**src/rtl/axi_pkg.sv**
```systemverilog
// rtl/axi_pkg.sv - shared AXI4 channel types, encodings and helpers
package axi_pkg;

    localparam int unsigned IdWidth   = 4;
    localparam int unsigned AddrWidth = 32;
    localparam int unsigned DataWidth = 64;
    localparam int unsigned StrbWidth = DataWidth / 8;

    typedef logic [IdWidth-1:0]   id_t;
    typedef logic [AddrWidth-1:0] addr_t;
    typedef logic [7:0]           len_t;
    typedef logic [2:0]           size_t;
    typedef logic [1:0]           burst_t;
    typedef logic [1:0]           resp_t;

    localparam burst_t BURST_FIXED = 2'b00;
    localparam burst_t BURST_INCR  = 2'b01;
    localparam burst_t BURST_WRAP  = 2'b10;

    localparam resp_t RESP_OKAY   = 2'b00;
    localparam resp_t RESP_EXOKAY = 2'b01;
    localparam resp_t RESP_SLVERR = 2'b10;
    localparam resp_t RESP_DECERR = 2'b11;

    typedef struct packed {
        id_t        id;
        addr_t      addr;
        len_t       len;
        size_t      size;
        burst_t     burst;
        logic [5:0] atop;
    } aw_chan_t;

    typedef struct packed {
        logic [DataWidth-1:0] data;
        logic [StrbWidth-1:0] strb;
        logic                 last;
    } w_chan_t;

    typedef struct packed {
        id_t   id;
        resp_t resp;
    } b_chan_t;

    typedef struct packed {
        id_t    id;
        addr_t  addr;
        len_t   len;
        size_t  size;
        burst_t burst;
    } ar_chan_t;

    typedef struct packed {
        id_t                  id;
        logic [DataWidth-1:0] data;
        resp_t                resp;
        logic                 last;
    } r_chan_t;

    // Largest beat size (log2 bytes) a bus of strb_width byte lanes can carry.
    function automatic int unsigned max_size(int unsigned strb_width);
        return $clog2(strb_width);
    endfunction

    function automatic logic wrap_len_ok(len_t len);
        return (len == 8'd1) || (len == 8'd3) || (len == 8'd7) || (len == 8'd15);
    endfunction

endpackage

```
**src/rtl/axi_burst_addr_gen.sv**
```systemverilog
// rtl/axi_burst_addr_gen.sv - next-beat address for FIXED/INCR/WRAP bursts
// WRAP arithmetic only present when AXI_TO_SRAM_WRAP_EN is defined.
module axi_burst_addr_gen
    import axi_pkg::*;
(
    input  addr_t  addr_i,
    input  len_t   len_i,
    input  size_t  size_i,
    input  burst_t burst_i,
    output addr_t  next_addr_o
);

    addr_t step;
    addr_t incr_addr;
`ifdef AXI_TO_SRAM_WRAP_EN
    addr_t wrap_mask;
`else
    logic  unused_len;
    assign unused_len = ^len_i;
`endif

    always_comb begin
        step        = addr_t'(1) << size_i;
        // Unaligned first beat: later beats continue from the size-aligned address.
        incr_addr   = (addr_i & ~(step - addr_t'(1))) + step;
        next_addr_o = addr_i;
`ifdef AXI_TO_SRAM_WRAP_EN
        wrap_mask   = ((addr_t'(len_i) + addr_t'(1)) << size_i) - addr_t'(1);
`endif
        case (burst_i)
            BURST_INCR: next_addr_o = incr_addr;
`ifdef AXI_TO_SRAM_WRAP_EN
            BURST_WRAP: next_addr_o = (addr_i & ~wrap_mask) | (incr_addr & wrap_mask);
`endif
            default:    next_addr_o = addr_i;
        endcase
    end

endmodule

```
**src/rtl/axi_to_sram.sv**
```systemverilog
// rtl/axi_to_sram.sv - AXI4 slave terminating one burst at a time onto a 1-cycle SRAM
// Optional WRAP burst support: AXI_TO_SRAM_WRAP_EN.
module axi_to_sram
    import axi_pkg::*;
#(
    parameter int unsigned MemAddrWidth = 12,
    parameter int unsigned DataWidth    = axi_pkg::DataWidth
) (
    input  logic                    clk_i,
    input  logic                    rst_ni,
    input  aw_chan_t                aw_i,
    input  logic                    aw_valid_i,
    output logic                    aw_ready_o,
    input  w_chan_t                 w_i,
    input  logic                    w_valid_i,
    output logic                    w_ready_o,
    output b_chan_t                 b_o,
    output logic                    b_valid_o,
    input  logic                    b_ready_i,
    input  ar_chan_t                ar_i,
    input  logic                    ar_valid_i,
    output logic                    ar_ready_o,
    output r_chan_t                 r_o,
    output logic                    r_valid_o,
    input  logic                    r_ready_i,
    output logic                    mem_req_o,
    output logic                    mem_we_o,
    output logic [MemAddrWidth-1:0] mem_addr_o,
    output logic [DataWidth-1:0]    mem_wdata_o,
    output logic [DataWidth/8-1:0]  mem_be_o,
    input  logic [DataWidth-1:0]    mem_rdata_i
);

    localparam int unsigned OffW        = $clog2(DataWidth / 8);
    localparam size_t       MaxBeatSize = size_t'(max_size(DataWidth / 8));
`ifdef AXI_TO_SRAM_WRAP_EN
    localparam bit WrapEn = 1'b1;
`else
    localparam bit WrapEn = 1'b0;
`endif

    typedef enum logic [1:0] {IDLE, WRITE, WR_RESP, READ} state_e;

    state_e               state_q, state_d;
    logic                 prio_q, prio_d;      // 1: read wins the next AW/AR tie
    id_t                  id_q, id_d;
    addr_t                addr_q, addr_d;
    len_t                 len_q, len_d;
    size_t                size_q, size_d;
    burst_t               burst_q, burst_d;
    logic [8:0]           cnt_q, cnt_d;
    logic                 err_q, err_d;
    logic                 r_valid_q, r_valid_d;
    logic                 r_fresh_q, r_fresh_d; // r data still on mem_rdata_i, not yet held
    logic                 r_last_q, r_last_d;
    logic [DataWidth-1:0] r_data_q, r_data_d;
    addr_t                next_addr;
    logic                 pick_w;
    logic                 rd_issue;

    function automatic logic burst_err(len_t len, size_t size, burst_t burst);
        return (size > MaxBeatSize) || (burst == 2'b11) ||
               ((burst == BURST_WRAP) && (!WrapEn || !wrap_len_ok(len)));
    endfunction

    axi_burst_addr_gen u_addr_gen (
        .addr_i      (addr_q),
        .len_i       (len_q),
        .size_i      (size_q),
        .burst_i     (burst_q),
        .next_addr_o (next_addr)
    );

    always_comb begin
        state_d    = state_q;
        prio_d     = prio_q;
        id_d       = id_q;
        addr_d     = addr_q;
        len_d      = len_q;
        size_d     = size_q;
        burst_d    = burst_q;
        cnt_d      = cnt_q;
        err_d      = err_q;
        r_valid_d  = r_valid_q;
        r_fresh_d  = r_fresh_q;
        r_last_d   = r_last_q;
        r_data_d   = r_data_q;
        aw_ready_o = 1'b0;
        ar_ready_o = 1'b0;
        w_ready_o  = 1'b0;
        b_valid_o  = 1'b0;
        mem_req_o  = 1'b0;
        mem_we_o   = 1'b0;
        rd_issue   = 1'b0;
        pick_w     = aw_valid_i && (!ar_valid_i || !prio_q);
        case (state_q)
            IDLE: begin
                aw_ready_o = pick_w;
                ar_ready_o = ar_valid_i && !pick_w;
                if (pick_w) begin
                    id_d    = aw_i.id;
                    addr_d  = aw_i.addr;
                    len_d   = aw_i.len;
                    size_d  = aw_i.size;
                    burst_d = aw_i.burst;
                    err_d   = burst_err(aw_i.len, aw_i.size, aw_i.burst) || (aw_i.atop != 6'd0);
                    cnt_d   = '0;
                    prio_d  = !prio_q;
                    state_d = WRITE;
                end else if (ar_valid_i) begin
                    id_d    = ar_i.id;
                    addr_d  = ar_i.addr;
                    len_d   = ar_i.len;
                    size_d  = ar_i.size;
                    burst_d = ar_i.burst;
                    err_d   = burst_err(ar_i.len, ar_i.size, ar_i.burst);
                    cnt_d   = '0;
                    prio_d  = !prio_q;
                    state_d = READ;
                end
            end
            WRITE: begin
                w_ready_o = 1'b1;
                if (w_valid_i) begin
                    mem_req_o = !err_q;
                    mem_we_o  = !err_q;
                    addr_d    = next_addr;
                    cnt_d     = cnt_q + 9'd1;
                    if (w_i.last || (cnt_q == {1'b0, len_q})) state_d = WR_RESP;
                end
            end
            WR_RESP: begin
                b_valid_o = 1'b1;
                if (b_ready_i) state_d = IDLE;
            end
            READ: begin
                // Only fetch when the output slot is guaranteed free next cycle.
                rd_issue  = (cnt_q <= {1'b0, len_q}) && (!r_valid_q || r_ready_i);
                mem_req_o = rd_issue && !err_q;
                if (r_valid_q && r_ready_i) begin
                    r_valid_d = 1'b0;
                    r_fresh_d = 1'b0;
                    if (r_last_q) state_d = IDLE;
                end else if (r_valid_q && r_fresh_q) begin
                    r_data_d  = mem_rdata_i;
                    r_fresh_d = 1'b0;
                end
                if (rd_issue) begin
                    r_valid_d = 1'b1;
                    r_fresh_d = !err_q;
                    r_data_d  = '0;
                    r_last_d  = (cnt_q == {1'b0, len_q});
                    addr_d    = next_addr;
                    cnt_d     = cnt_q + 9'd1;
                end
            end
            default: state_d = IDLE;
        endcase
    end

    always_ff @(posedge clk_i or negedge rst_ni) begin
        if (!rst_ni) begin
            state_q   <= IDLE;
            prio_q    <= 1'b0;
            id_q      <= '0;
            addr_q    <= '0;
            len_q     <= '0;
            size_q    <= '0;
            burst_q   <= '0;
            cnt_q     <= '0;
            err_q     <= 1'b0;
            r_valid_q <= 1'b0;
            r_fresh_q <= 1'b0;
            r_last_q  <= 1'b0;
            r_data_q  <= '0;
        end else begin
            state_q   <= state_d;
            prio_q    <= prio_d;
            id_q      <= id_d;
            addr_q    <= addr_d;
            len_q     <= len_d;
            size_q    <= size_d;
            burst_q   <= burst_d;
            cnt_q     <= cnt_d;
            err_q     <= err_d;
            r_valid_q <= r_valid_d;
            r_fresh_q <= r_fresh_d;
            r_last_q  <= r_last_d;
            r_data_q  <= r_data_d;
        end
    end

    assign mem_addr_o  = addr_q[MemAddrWidth+OffW-1:OffW];
    assign mem_wdata_o = w_i.data;
    assign mem_be_o    = w_i.strb;
    assign r_valid_o   = r_valid_q;

    always_comb begin
        b_o      = '0;
        b_o.id   = id_q;
        b_o.resp = err_q ? RESP_SLVERR : RESP_OKAY;
        r_o      = '0;
        r_o.id   = id_q;
        r_o.data = r_fresh_q ? mem_rdata_i : r_data_q;
        r_o.resp = err_q ? RESP_SLVERR : RESP_OKAY;
        r_o.last = r_last_q;
    end

endmodule

```
**config.mk**
```make
export PLATFORM = sky130hd
export DESIGN_NAME = axi_to_sram
export DESIGN_NICKNAME = d
export VERILOG_FILES = /design/src/rtl/axi_pkg.sv /design/src/rtl/axi_burst_addr_gen.sv /design/src/rtl/axi_to_sram.sv
export SDC_FILE = /design/constraint.sdc
export NUM_CORES = 1
export LEC_CHECK = 0
export BUFFER_PORTS_ARGS = -buffer_cell sky130_fd_sc_hd__buf_2
export CORE_AREA = 5 5 156 158
export CTS_BUF_LIST = sky130_fd_sc_hd__clkbuf_8
export CTS_CLUSTER_DIAMETER = 200
export DETAILED_ROUTE_END_ITERATION = 6
export DIE_AREA = 0 0 161 163
export SYNTH_ARGS = -nofsm -noshare
export SYNTH_HDL_FRONTEND = slang
export SYNTH_SLANG_ARGS = --single-unit
```
**constraint.sdc**
```tcl
create_clock -name clk_i -period 2.87 [get_ports clk_i]
set_input_delay 0.1435 -clock clk_i [delete_from_list [all_inputs] [get_ports clk_i]]
set_output_delay 0.1435 -clock clk_i [all_outputs]
set_load 0.01 [all_outputs]
```
; ---- Word-level counts from Yosys, hierarchy flattened
; Index checks and enable logic that the tools add are counted.
[totals]
out_inout_bits = 168
word_cells = 120
input_bits = 248
reg_bits = 129
[classes]
reduce_logical = 33
bitwise_logic = 2
muxes = 48
order_cmp = 3
n_addsub = 3
shift = 1
eq_ne = 17
[ops]
columns = operator, n
row1 = 2-to-1 mux 64 bit, 4
row2 = 2-to-1 mux 32 bit, 5
row3 = case mux 32 bit (3 select lines), 1
row4 = 2-to-1 mux 9 bit, 4
row5 = adder 32 bit, 1
row6 = AND 32 bit, 1
row7 = inverter 32 bit, 1
row8 = "left shift 1 x 3 -> 32 bit, first input constant", 1
row9 = "subtractor 32 x 1 -> 32 bit, second input constant", 1
row10 = case mux 9 bit (3 select lines), 1
row11 = 2-to-1 mux 2 bit, 10
row12 = 2-to-1 mux 8 bit, 2
row13 = 2-to-1 mux 1 bit, 15
row14 = "inequality test 2 bit, second input constant", 7
row15 = "equality test 2 bit, second input constant", 6
row16 = "adder 9 x 1 -> 9 bit, second input constant", 1
row17 = equality test 9 x 8 -> 1 bit, 1
row18 = less-or-equal comparator 9 x 8 -> 1 bit, 1
row19 = logical OR 1 bit, 8
row20 = 2-to-1 mux 4 bit, 2
row21 = case mux 2 bit (4 select lines), 1
row22 = AND reduction 2 bit, 4
row23 = "greater-than comparator 3 x 2 -> 1 bit, second input constant", 2
row24 = logical AND 1 bit, 6
row25 = other kinds (12), 21

; ---- Longest topological paths before layout
; Gate-level depths: netlist of run 1.
[depth]
ltp_word = 8
depth_mapped = 11
depth_no_buf = 9

; ---- By module
; A second synthesis of run 1 with hierarchy kept.
[unflattened]
hier_cells = 1038
area_unflattened_um2 = 9501.6
[by_module_without_submodules]
columns = module, cells_each, area_each_um2, instances
row1 = axi_to_sram, 838, 8142.8, 1
row2 = axi_burst_addr_gen, 200, 1358.8, 1

; ---- Worst setup path before layout of run 1
; OpenSTA, ideal clock, no wires.
[synth_path]
path_type = register -> register
from = reg size_q[1]
to = reg addr_q[12]
setup_time_ns = 0.096
period_less_slack_ns = 2.782
setup_slack_ns = 0.088
t_required_ns = 2.774
arrival_time_ns = 2.686
path_buffers = 2
path_stages_with_launch = 11
cell_sequence = dfrtp_1 > clkbuf_1 > buf_1 > nor4b_1 > ha_1 > a211oi_1 > or3_1 > o311a_1 > o41ai_2 > a21oi_1 > a311oi_2
[synth_via]
elab_chain_cells = 8
elab_cells_between_ends = 9
classes_between = 2 x add/sub / 1 x shift / 4 x mux / 2 x bitwise
[synth_rtl]
columns = element, line
row1 = start: declaration, axi_to_sram.sv:49  ; size_t size_q, size_d;
row2 = start signal: assignment, axi_to_sram.sv:182  ; size_q <= size_d;
row3 = left shift 1 x 3 -> 32 bit *, axi_burst_addr_gen.sv:23  ; step = addr_t'(1) << size_i;
row4 = subtractor 32 x 1 -> 32 bit, axi_burst_addr_gen.sv:25  ; incr_addr = (addr_i & ~(step - addr_t'(1))) + step;
row5 = inverter 32 bit, axi_burst_addr_gen.sv:25
row6 = AND 32 bit, axi_burst_addr_gen.sv:25
row7 = adder 32 bit *, axi_burst_addr_gen.sv:25
row8 = 2-to-1 mux 32 bit *, axi_burst_addr_gen.sv:30  ; case (burst_i)
row9 = 2-to-1 mux 32 bit (on tied branches), "axi_to_sram.sv:148, axi_to_sram.sv:124"
row10 = case mux 32 bit (3 select lines) *, axi_to_sram.sv:96  ; case (state_q)
row11 = end signal: assignment, axi_to_sram.sv:180  ; addr_q <= addr_d;
row12 = end: declaration, axi_to_sram.sv:47  ; addr_t addr_q, addr_d;
; Mark *: on every way between the ends. The rest lies on a longest branch, timed or not. The select of a mux whose other input is x is not followed.
; A chain may end at the register's enable or synchronous reset.

; ---- Worst setup path in the final report of run 1
[layout_path]
from = reg cnt_q[6]
to = out mem_req_o
[layout_via]
elab_chain_cells = 4
[layout_rtl]
columns = element, line
row1 = start: declaration, axi_to_sram.sv:51  ; logic [8:0] cnt_q, cnt_d;
row2 = start signal: assignment, axi_to_sram.sv:184  ; cnt_q <= cnt_d;
row3 = less-or-equal comparator 9 x 8 -> 1 bit, axi_to_sram.sv:138  ; rd_issue = (cnt_q <= {1'b0, len_q}) && (!r_valid_q || r_ready_i);
row4 = logical AND 1 bit, axi_to_sram.sv:138
row5 = logical AND 1 bit, axi_to_sram.sv:139  ; mem_req_o = rd_issue && !err_q;
row6 = case mux 1 bit (2 select lines), axi_to_sram.sv:96
row7 = end: declaration, axi_to_sram.sv:26  ; output logic mem_req_o,
; Every way passes these cells.

==> flow_summary.yaml, run 1 <==
status:
  status: "completed"
route:
  antenna_left: 0
  wl_per_cell_um: 17.2
  remaining_drc_errors: 0
  drt_iter0_markers: 314
  num_vias: 6190
  vias_per_cell: 4.99
  drt_first_pass_iters: 4
  drt_wl_total_mm: 21.4
die:
  start_util: 0.304
  die_h_um: 163
  rows: 56
  dieArea_sq_mm: 0.0262
  io_pins: 416
  core_area_sq_mm: 0.0230
  die_w_um: 161
synth:
  ys_seq_elements: 112
  syn_avg_cell_area_sq_um: 9.62
  synth_cell_types: 57
  synth_flop_cell: "dfrtp_1"
  synth_cells: 726
  synth_edf_count: 0
  ys.warnings.count: 0
  ys_async_sr_fraction: 1.00
  seq_area_frac_synth: 0.401
  synthesis.area_sq_mm: 0.00699
cells_and_area:
  fillers: 2255
  fin_cells: 1241
  layout_commonest_cell: "buf_2"
  nets: 1205
  n_antenna_cell: 0
  syn_to_final_growth_pct: 28.9
  drive_gt1_frac: 0.372
  stdcell_area_sq_mm: 0.00900
  final_cell_mix: "buf_2, dfrtp_1, dlygate4sd3_1"
  fin_util: 0.392
grt:
  grt_pass1_vias: 6312
  grtUsageTotal: 0.159
  grt-ovfl-total: 0
  antenna_found_initial: 0
  grt_pass1_wl_mm: 33.7
  grt_max_degree: 65
power:
  leakage_nw: 4.47
  peakVddDrop_mv: 0.368
  total_power_mw: 8.51
  p_per_area_mw_per_mm2: 945
setup_path:
  crit_path_start_kind: "register"
  worst_ep_required_time_ps: 2730
  critPathLaunch: "cnt_q[6]$_DFFE_PN0P_"
  criticalPathCategory: "register to output port"
  path_cells: "ha_1 -> and4b_1 -> and3_1 -> a311o_2 -> o21ai_1 -> nor2_2 -> a21o_1 -> buf_2"
  reg2reg_depth: 9
  crit_slowest_cell: "dfrtp_1"
  path_max_fanout: 5
  max_stage_delay_ps: 450
  critPathArrivalTime_ps: 2540
  rr_startpoint: "size_q[2]$_DFFE_PN0P_"
  critPathCaptureType: "output port"
timing:
  slew_headroom: 0.573
  skew_ps: 24.4
  finalSetupViolations: 0
  hold_ws_ps: 39.3
  fmax_ghz: 0.373
  setup_slack_ps: 188
  period_minus_slack_ps: 2680
  fin_setup_tns_ps: 0
  finalMaxSlewViolations: 0
  hold_viol: 0
  worstMarginPinSlew_ps: 639
  post-route-period-util: 0.935
clock_network:
  cts_sinks: 112
  clk_pin_slew_worst_paths_ps: 120
  cts_tree: "built"
  cts_max_level: 3
  cts_buffers: 9
  cts_max_path_buffers: 2
  clk_root_buffer_cell: "clkbuf_8"
  worstSkewPairLatency_ps: 380
job:
  maxCapViolations: 0
place:
  dp_hpwl_mm: 15.2
  pre_cts_slack_ps: 244
  io_buffers: 235
  place_area_sq_mm: 0.00787
  dpl.cell_count: 1134
  place_congestion: 0.792
hold_path:
  hold_depth: 3
  hold_class: "input port to register"
  holdCritStartpoint: "ar_i[2]"
==> worst paths after layout <==
kind | to | slack [ps]
worst max-delay path | mem_req_o | 190
worst min-delay path | size_q[0]$_DFFE_PN0P_ | 40
worst max register to register | addr_q[10]$_DFFE_PN0P_ | 240
worst min register to register | prio_q$_DFFE_PN0P_ | 490
max in group asynchronous | id_q[3]$_DFFE_PN0P_ | 1830
min in group asynchronous | r_data_q[13]$_DFFE_PN0P_ | 310
==> power breakdown <==
group | switching [mW] | internal (mW)
Clock | 0.622 | 0.431
Combinational | 2.43 | 2.31
Sequential | 0.499 | 2.23
==> cell type report <==
class                           count  area (sq um)  area share
Timing Repair Buffer              347          2320       0.258
Clock buffer                        9           124      0.0138
Clock inverter                      7          95.1      0.0106
Inverter                           23          86.3     0.00959
Sequential cell                   112          2800       0.311
Tap cell                          290           363      0.0403
Multi-Input combinational cell    453          3210       0.357
==> critical path, delay by kind of cell (launching register included) <==
family	cells	cell delay [ps]
compound gates	3	730
fa+ha+maj	1	300
buf+inv	1	130
flops	1	450
simple gates	3	550
==> synthesized netlist by cell type, types with 6 or more instances <==
cell,count,share of area
buf_4,101,0.11
o21ai_0,24,0.017
o31ai_1,6,0.0064
mux2_2,70,0.11
nand2_1,77,0.041
a22o_1,64,0.080
dfrtp_1,112,0.40
nand4_1,7,0.0063
a21oi_1,23,0.016
mux2i_1,6,0.0086
nand3_1,15,0.011
or3_1,8,0.0072
nor2_1,39,0.021
and3_1,8,0.0072
inv_1,23,0.012
nor3_1,10,0.0072
clkbuf_1,30,0.016
a31oi_1,19,0.017
ha_1,11,0.020
a21o_1,6,0.0064
==> sequential cells by signal, summed over array words and instances, names as in the netlist <==
register	flops
r_valid_o	1
burst_q	2
cnt_q	9
id_q	4
r_fresh_q	1
prio_q	1
size_q	3
state_q	2
len_q	8
r_last_q	1
addr_q	15
r_data_q	64
err_q	1
==> logic make-up (layout without fill, tap and decap cells) <==
family	count (synthesis)	count (layout)	synth area share
buf+inv	162	386	0.142
compound gates	173	173	0.185
simple gates	187	187	0.125
mux	76	76	0.121
flops	112	112	0.401
xor+xnor	4	4	0.00502
fa+ha+maj	11	11	0.0197
other cells	1	2	0.000537
==> layer usage <==
metal	global-route usage	vias up	routed length (um)
met5	0	-	0
met1	0.198	2948	9140
met3	0.0344	46	1580
met4	0.0597	0	569
li1	-	2956	-
met2	0.271	240	10100
==> repair_timing <==
action | CTS | global route
hold buffers | 90 | 0
endpoints found under the hold margin | 121 | 0
buffers inserted | 0 | 1
gates resized for setup | 0 | 2
setup endpoints to repair | 0 | 1
Note: power is estimated with default switching activity, not from simulation.
==> run 2, diff against run 1 <==
==> constraint.sdc (replaced) <==
create_clock -name clk_i -period 2.87 [get_ports clk_i]
set_input_delay 0.4305 -clock clk_i [delete_from_list [all_inputs] [get_ports clk_i]]
set_output_delay 0.4305 -clock clk_i [all_outputs]
set_load 0.01 [all_outputs]
==> flow_summary.yaml, run 2 (synthesis results as in run 1) <==
setup_path:
  crit_family: "compound AO/OA/AOI/OAI gates"
  criticalPathCategory: "register to output port"
  cp.depth: 8
  worst_ep_required_time_ps: 2440
  rr_endpoint: "addr_q[10]$_DFFE_PN0P_"
  max_stage_delay_ps: 450
  path_max_fanout: 6
  crit_path_start_kind: "register"
  r2r_slack_ps: 220
  reg2reg_depth: 8
  critPathLaunch: "cnt_q[5]$_DFFE_PN0P_"
  endpoint: "mem_req_o"
  critPathArrivalTime_ps: 2350
  critPathCaptureType: "output port"
  crit_slowest_cell: "dfrtp_1"
  path_buf_inv: 1
  rr_startpoint: "size_q[1]$_DFFE_PN0P_"
  path_cells: "ha_1 -> and4b_1 -> and3_4 -> a311o_2 -> o21ai_4 -> nor2_2 -> a21o_1 -> buf_2"
place:
  io_buffers: 235
  place_congestion: 0.829
  dpl.cell_count: 1139
  dp_hpwl_mm: 14.9
grt:
  grt_max_degree: 65
  grt_pass1_wl_mm: 30.2
  grt_pass1_vias: 5632
  grt-ovfl-total: 0
  grtUsageTotal: 0.143
  antenna_found_initial: 0
timing:
  skew_ps: 20.0
  hold_viol: 0
  post-route-period-util: 0.968
  worstMarginPinSlew_ps: 670
  period_minus_slack_ps: 2780
  finalMaxSlewViolations: 0
  slew_headroom: 0.553
  rsz0062_at_grt: "true"
  finalSetupViolations: 0
  hold_ws_ps: 27.1
  fmax_ghz: 0.360
cells_and_area:
  fin_cells: 1161
  fillers: 2390
  syn_to_final_growth_pct: 17.7
  largest_reg_flops: 64
  top_regs: "r_data_q (64), addr_q (15), cnt_q (9)"
  nets: 1125
  drive_gt1_frac: 0.426
  n_antenna_cell: 0
  fin_util: 0.358
  top_register: "r_data_q"
  layout_commonest_cell: "buf_2"
  final_cell_mix: "buf_2, dfrtp_1, nand2_1"
clock_network:
  clk_root_buffer_cell: "clkbuf_8"
  cts_sinks: 112
  cts_max_path_buffers: 2
  clk_pin_slew_worst_paths_ps: 110
  cts_max_level: 3
  postCtsHoldBufs: 0
  worstSkewPairLatency_ps: 390
  cts_buffers: 9
  cts_tree: "built"
route:
  drt_wl_total_mm: 19.6
  drt_first_pass_iters: 4
  remaining_drc_errors: 0
  vias_per_cell: 4.93
  wl_per_cell_um: 16.9
  wl_met2_mm: 9.14
  num_vias: 5719
  wl_met1_mm: 8.63
  wl_met3_mm: 1.41
  top_layer: "met4"
  drt_iter0_markers: 261
  antenna_left: 0
power:
  total_power_mw: 8.17
  p_per_area_mw_per_mm2: 994
  peakVddDrop_mv: 0.339
  leakage_nw: 4.15
die:
  io_pins: 416
  die_w_um: 161
  start_util: 0.304
  die_h_um: 163
  core_area_sq_mm: 0.0230
  rows: 56
  dieArea_sq_mm: 0.0262
job:
  maxCapViolations: 0
status:
  status: "completed"
hold_path:
  hold_class: "input port to asynchronous set/reset pin"
## run 2: per-stage QoR
step | area [sq um] | setup WS (ps) | setup TNS [ps]
final | 8220 | 90.9 | 0
after global placement | 7940 | 260 | 0
after floorplan | 6990 | 88.4 | 0
after detailed placement | 7940 | 223 | 0
after CTS | 8150 | 8.60 | 0
after global routing | 8220 | -32.4 | -32.4
## run 2: layer usage
metal | vias to the layer above | GRT usage
met5 | - | 0
met4 | 0 | 0.0527
met3 | 38 | 0.0342
met2 | 229 | 0.238
met1 | 2659 | 0.181
li1 | 2793 | -
## run 2: area by class of cell
class / instances / area [sq um] / share of cell area
Multi-Input combinational cell: 453 / 3260 / 0.396
Sequential cell: 112 / 2810 / 0.341
Timing Repair Buffer: 267 / 1520 / 0.185
Tap cell: 290 / 363 / 0.0441
Clock buffer: 9 / 124 / 0.0151
Inverter: 23 / 86.3 / 0.0105
Clock inverter: 7 / 67.6 / 0.00822
## run 2: how the worst min path moves through the flow
stage	to	slack [ps]	cells after the start
2_1_floorplan	addr_q[0]$_DFFE_PN0P_	130	0
3_3_place_gp	r_data_q[13]$_DFFE_PN0P_	460	1
3_5_place_dp	prio_q$_DFFE_PN0P_	470	1
4_1_cts	r_data_q[42]$_DFFE_PN0P_	20	1
5_1_grt	r_data_q[42]$_DFFE_PN0P_	40	1
6_report	r_data_q[12]$_DFFE_PN0P_	30	1
## run 2: worst register-to-register path: cells and delay by family (launching register included)
kind	cells	cell delay [ps]
adders and majority gates	1	270
and+or+nand+nor	4	1220
DFF	1	430
AOI/OAI and AO/OA	3	650
## run 2: repair_timing
item / 4_1_cts / 5_1_grt
pin swaps: 1 / 8
setup buffers: 2 / 4
endpoints found under the setup margin: 1 / 1
gates resized for setup: 3 / 7
cloned: 0 / 0
## run 2: power breakdown
group          switching (mW)  internal, mW  leakage, nW
clock network           0.611         0.342       0.0997
logic                    2.30          2.15         2.60
registers               0.544          2.23         1.45
total                    3.45          4.72         4.15
==> run 3, diff against run 2 <==
Settings changed: ABC_AREA from default to 1, CORE_AREA 5 5 156 158 to default, CORE_MARGIN from default to 5, CORE_UTILIZATION from default to 35, DIE_AREA 0 0 161 163 to default, PLACE_DENSITY from default to 0.67.
==> flow_summary.yaml, run 3 <==
status:
  status: "completed"
route:
  antenna_left: 0
  remaining_drc_errors: 0
  num_vias: 6957
  drt_first_pass_iters: 4
  drt_wl_total_mm: 21.3
  wl_per_cell_um: 14.6
  drt_iter0_markers: 456
  vias_per_cell: 4.77
timing:
  setup_slack_ps: 334
  hold_viol: 0
  fin_setup_tns_ps: 0
  slew_headroom: 0.599
  rsz0062_at_grt: "false"
  worstMarginPinSlew_ps: 601
  finalMaxSlewViolations: 0
  period_minus_slack_ps: 2540
  fmax_ghz: 0.394
  skew_ps: 14.0
  finalSetupViolations: 0
  post-route-period-util: 0.884
grt:
  grtUsageTotal: 0.164
  grt_pass1_vias: 6807
  grt_max_degree: 75
  grt-ovfl-total: 0
  grt_pass1_wl_mm: 34.6
  antenna_found_initial: 0
power:
  switching_power_mw: 4.14
  internal-power_mw: 4.23
  p_per_area_mw_per_mm2: 958
  leakage_nw: 4.34
  p_comb_frac: 0.567
  peakVddDrop_mv: 0.377
  p_clk_frac: 0.111
  swShare: 0.494
  seqPwrFrac: 0.323
  total_power_mw: 8.37
clock_network:
  clk_root_buffer_cell: "clkbuf_8"
  cts-resized-gates: 0
  worstSkewPairLatency_ps: 390
  postCtsHoldBufs: 0
  cts_max_path_buffers: 2
  cts_sinks: 112
  post_cts_buffers: 0
  cts_tree: "built"
  cts_buffers: 9
  clk_pin_slew_worst_paths_ps: 120
  cts_max_level: 3
cells_and_area:
  multi_input_area_sq_mm: 0.00355
  largest_reg_flops: 64
  fin_util: 0.388
  top_regs: "r_data_q (64), addr_q (15), cnt_q (9)"
  top_register: "r_data_q"
  fillers: 2315
  ff_latch_area_sq_mm: 0.00281
  syn_to_final_growth_pct: 10.3
  nets: 1428
  n_antenna_cell: 0
  drive_gt1_frac: 0.311
  final_cell_mix: "buf_2, nand2_1, inv_1"
  layout_commonest_cell: "buf_2"
place:
  place_congestion: 0.910
  dp_hpwl_mm: 16.4
  pre_cts_slack_ps: 585
  io_buffers: 235
synth:
  synth_area_leaders: "dfrtp_1, nand2_1, buf_4"
  synth_top_cell_by_area: "dfrtp_1"
  synthesis.area_sq_mm: 0.00793
  synth_cell_types: 43
  ys_async_sr_fraction: 1.00
  synth_flop_cell: "dfrtp_1"
  yosysMostFrequentCell: "nand2_1"
  synth_edf_count: 0
  syn_avg_cell_area_sq_um: 7.53
  netlist_top_cells_count: "nand2_1, inv_1, dfrtp_1"
  ys_seq_elements: 112
  synth_cells: 1052
  synth_top_area_frac: 0.354
  ys.warnings.count: 0
  seq_area_frac_synth: 0.354
setup_path:
  crit_path_start_kind: "register"
  rr_startpoint: "size_q[1]$_DFFE_PN0P_"
  path_max_fanout: 7
  rr_endpoint: "addr_q[8]$_DFFE_PN0P_"
  critPathCaptureType: "output port"
  reg2reg_depth: 13
  critPathArrivalTime_ps: 2110
  r2r_slack_ps: 550
  worst_ep_required_time_ps: 2440
  criticalPathCategory: "register to output port"
die:
  die_w_um: 160
  io_pins: 416
  rows: 55
  core_area_sq_mm: 0.0225
  die_h_um: 160
  start_util: 0.352
  dieArea_sq_mm: 0.0258
hold_path:
  hold_class: "input port to asynchronous set/reset pin"
job:
  maxCapViolations: 0
## run 3: cell types whose count changed after synthesis, moves of 62 or more
| cell | delta |
|---|---|
| nand2_1 | +121 |
| a22o_1 | -64 |
| o21ai_0 | +83 |
| mux2_2 | -70 |
| inv_1 | +96 |
| nand3_1 | +62 |
## run 3: power groups by stage
| stage | sequential (mW) | combinational [mW] | clock, mW |
|---|---|---|---|
| 5_1_grt | 2.79 | 5.34 | 1.04 |
| 6_report | 2.70 | 4.74 | 0.926 |
| 3_5_place_dp | 2.74 | 4.80 | 0 |
| 3_3_place_gp | 2.72 | 4.73 | 0 |
| 2_1_floorplan | 2.53 | 3.87 | 0 |
| 4_1_cts | 2.71 | 4.82 | 0.979 |
## run 3: worst max-delay path by stage
stage / slack (ps) / to / start
after floorplan: 980 / mem_req_o / cnt_q[7]$_DFFE_PN0P_
after global placement: 610 / addr_q[8]$_DFFE_PN0P_ / size_q[1]$_DFFE_PN0P_
after detailed placement: 580 / r_data_q[15]$_DFFE_PN0P_ / cnt_q[7]$_DFFE_PN0P_
after global routing: 120 / mem_req_o / cnt_q[2]$_DFFE_PN0P_
final: 330 / mem_req_o / cnt_q[7]$_DFFE_PN0P_
after CTS: 280 / mem_req_o / cnt_q[7]$_DFFE_PN0P_
## run 3: final cells by class
type / instances / share of cell area
tap: 285 / 0.0408
clock inverter: 7 / 0.00616
timing repair buffer: 252 / 0.155
sequential: 112 / 0.321
clock buffer: 9 / 0.0142
multi-input combinational: 664 / 0.406
inverter: 130 / 0.0564
## run 3: kinds of logic (layout without fill, tap and decap cells)
kind of cell / count (synthesis) / after routing / share of synthesized area
DFF: 112 / 112 / 0.354
xor gates and xnor gates: 11 / 11 / 0.0122
buffers and inverters: 277 / 398 / 0.200
adders and majority gates: 11 / 11 / 0.0174
AOI/OAI and AO/OA: 224 / 224 / 0.162
and+or+nand+nor: 416 / 416 / 0.255
other: 1 / 2 / 0.000473
## run 3: through the flow
step | cells | instance area, sq um | hold slack (ps)
after floorplan | 1053 | 7930 | 135
after global placement | 1443 | 8560 | 455
after detailed placement | 1443 | 8560 | 457
after CTS | 1459 | 8740 | 13.8
after global routing | 1459 | 8740 | 45.4
final | 1459 | 8740 | 13.0
## run 3: per-layer routing
metal	vias up	share of wire	global-route usage
li1	3539	-	-
met3	33	0.075	0.0439
met5	-	0	0
met1	3143	0.45	0.211
met4	0	0.015	0.0422
met2	242	0.46	0.273
## run 3: critical path: stages (launching register included)
cell,delay (ps)
dfrtp_1,450
ha_1,320
nand2_2,110
inv_1,60
a21oi_2,140
nand3_2,100
nand2_4,100
nand3_4,120
o22ai_1,130
buf_2,190
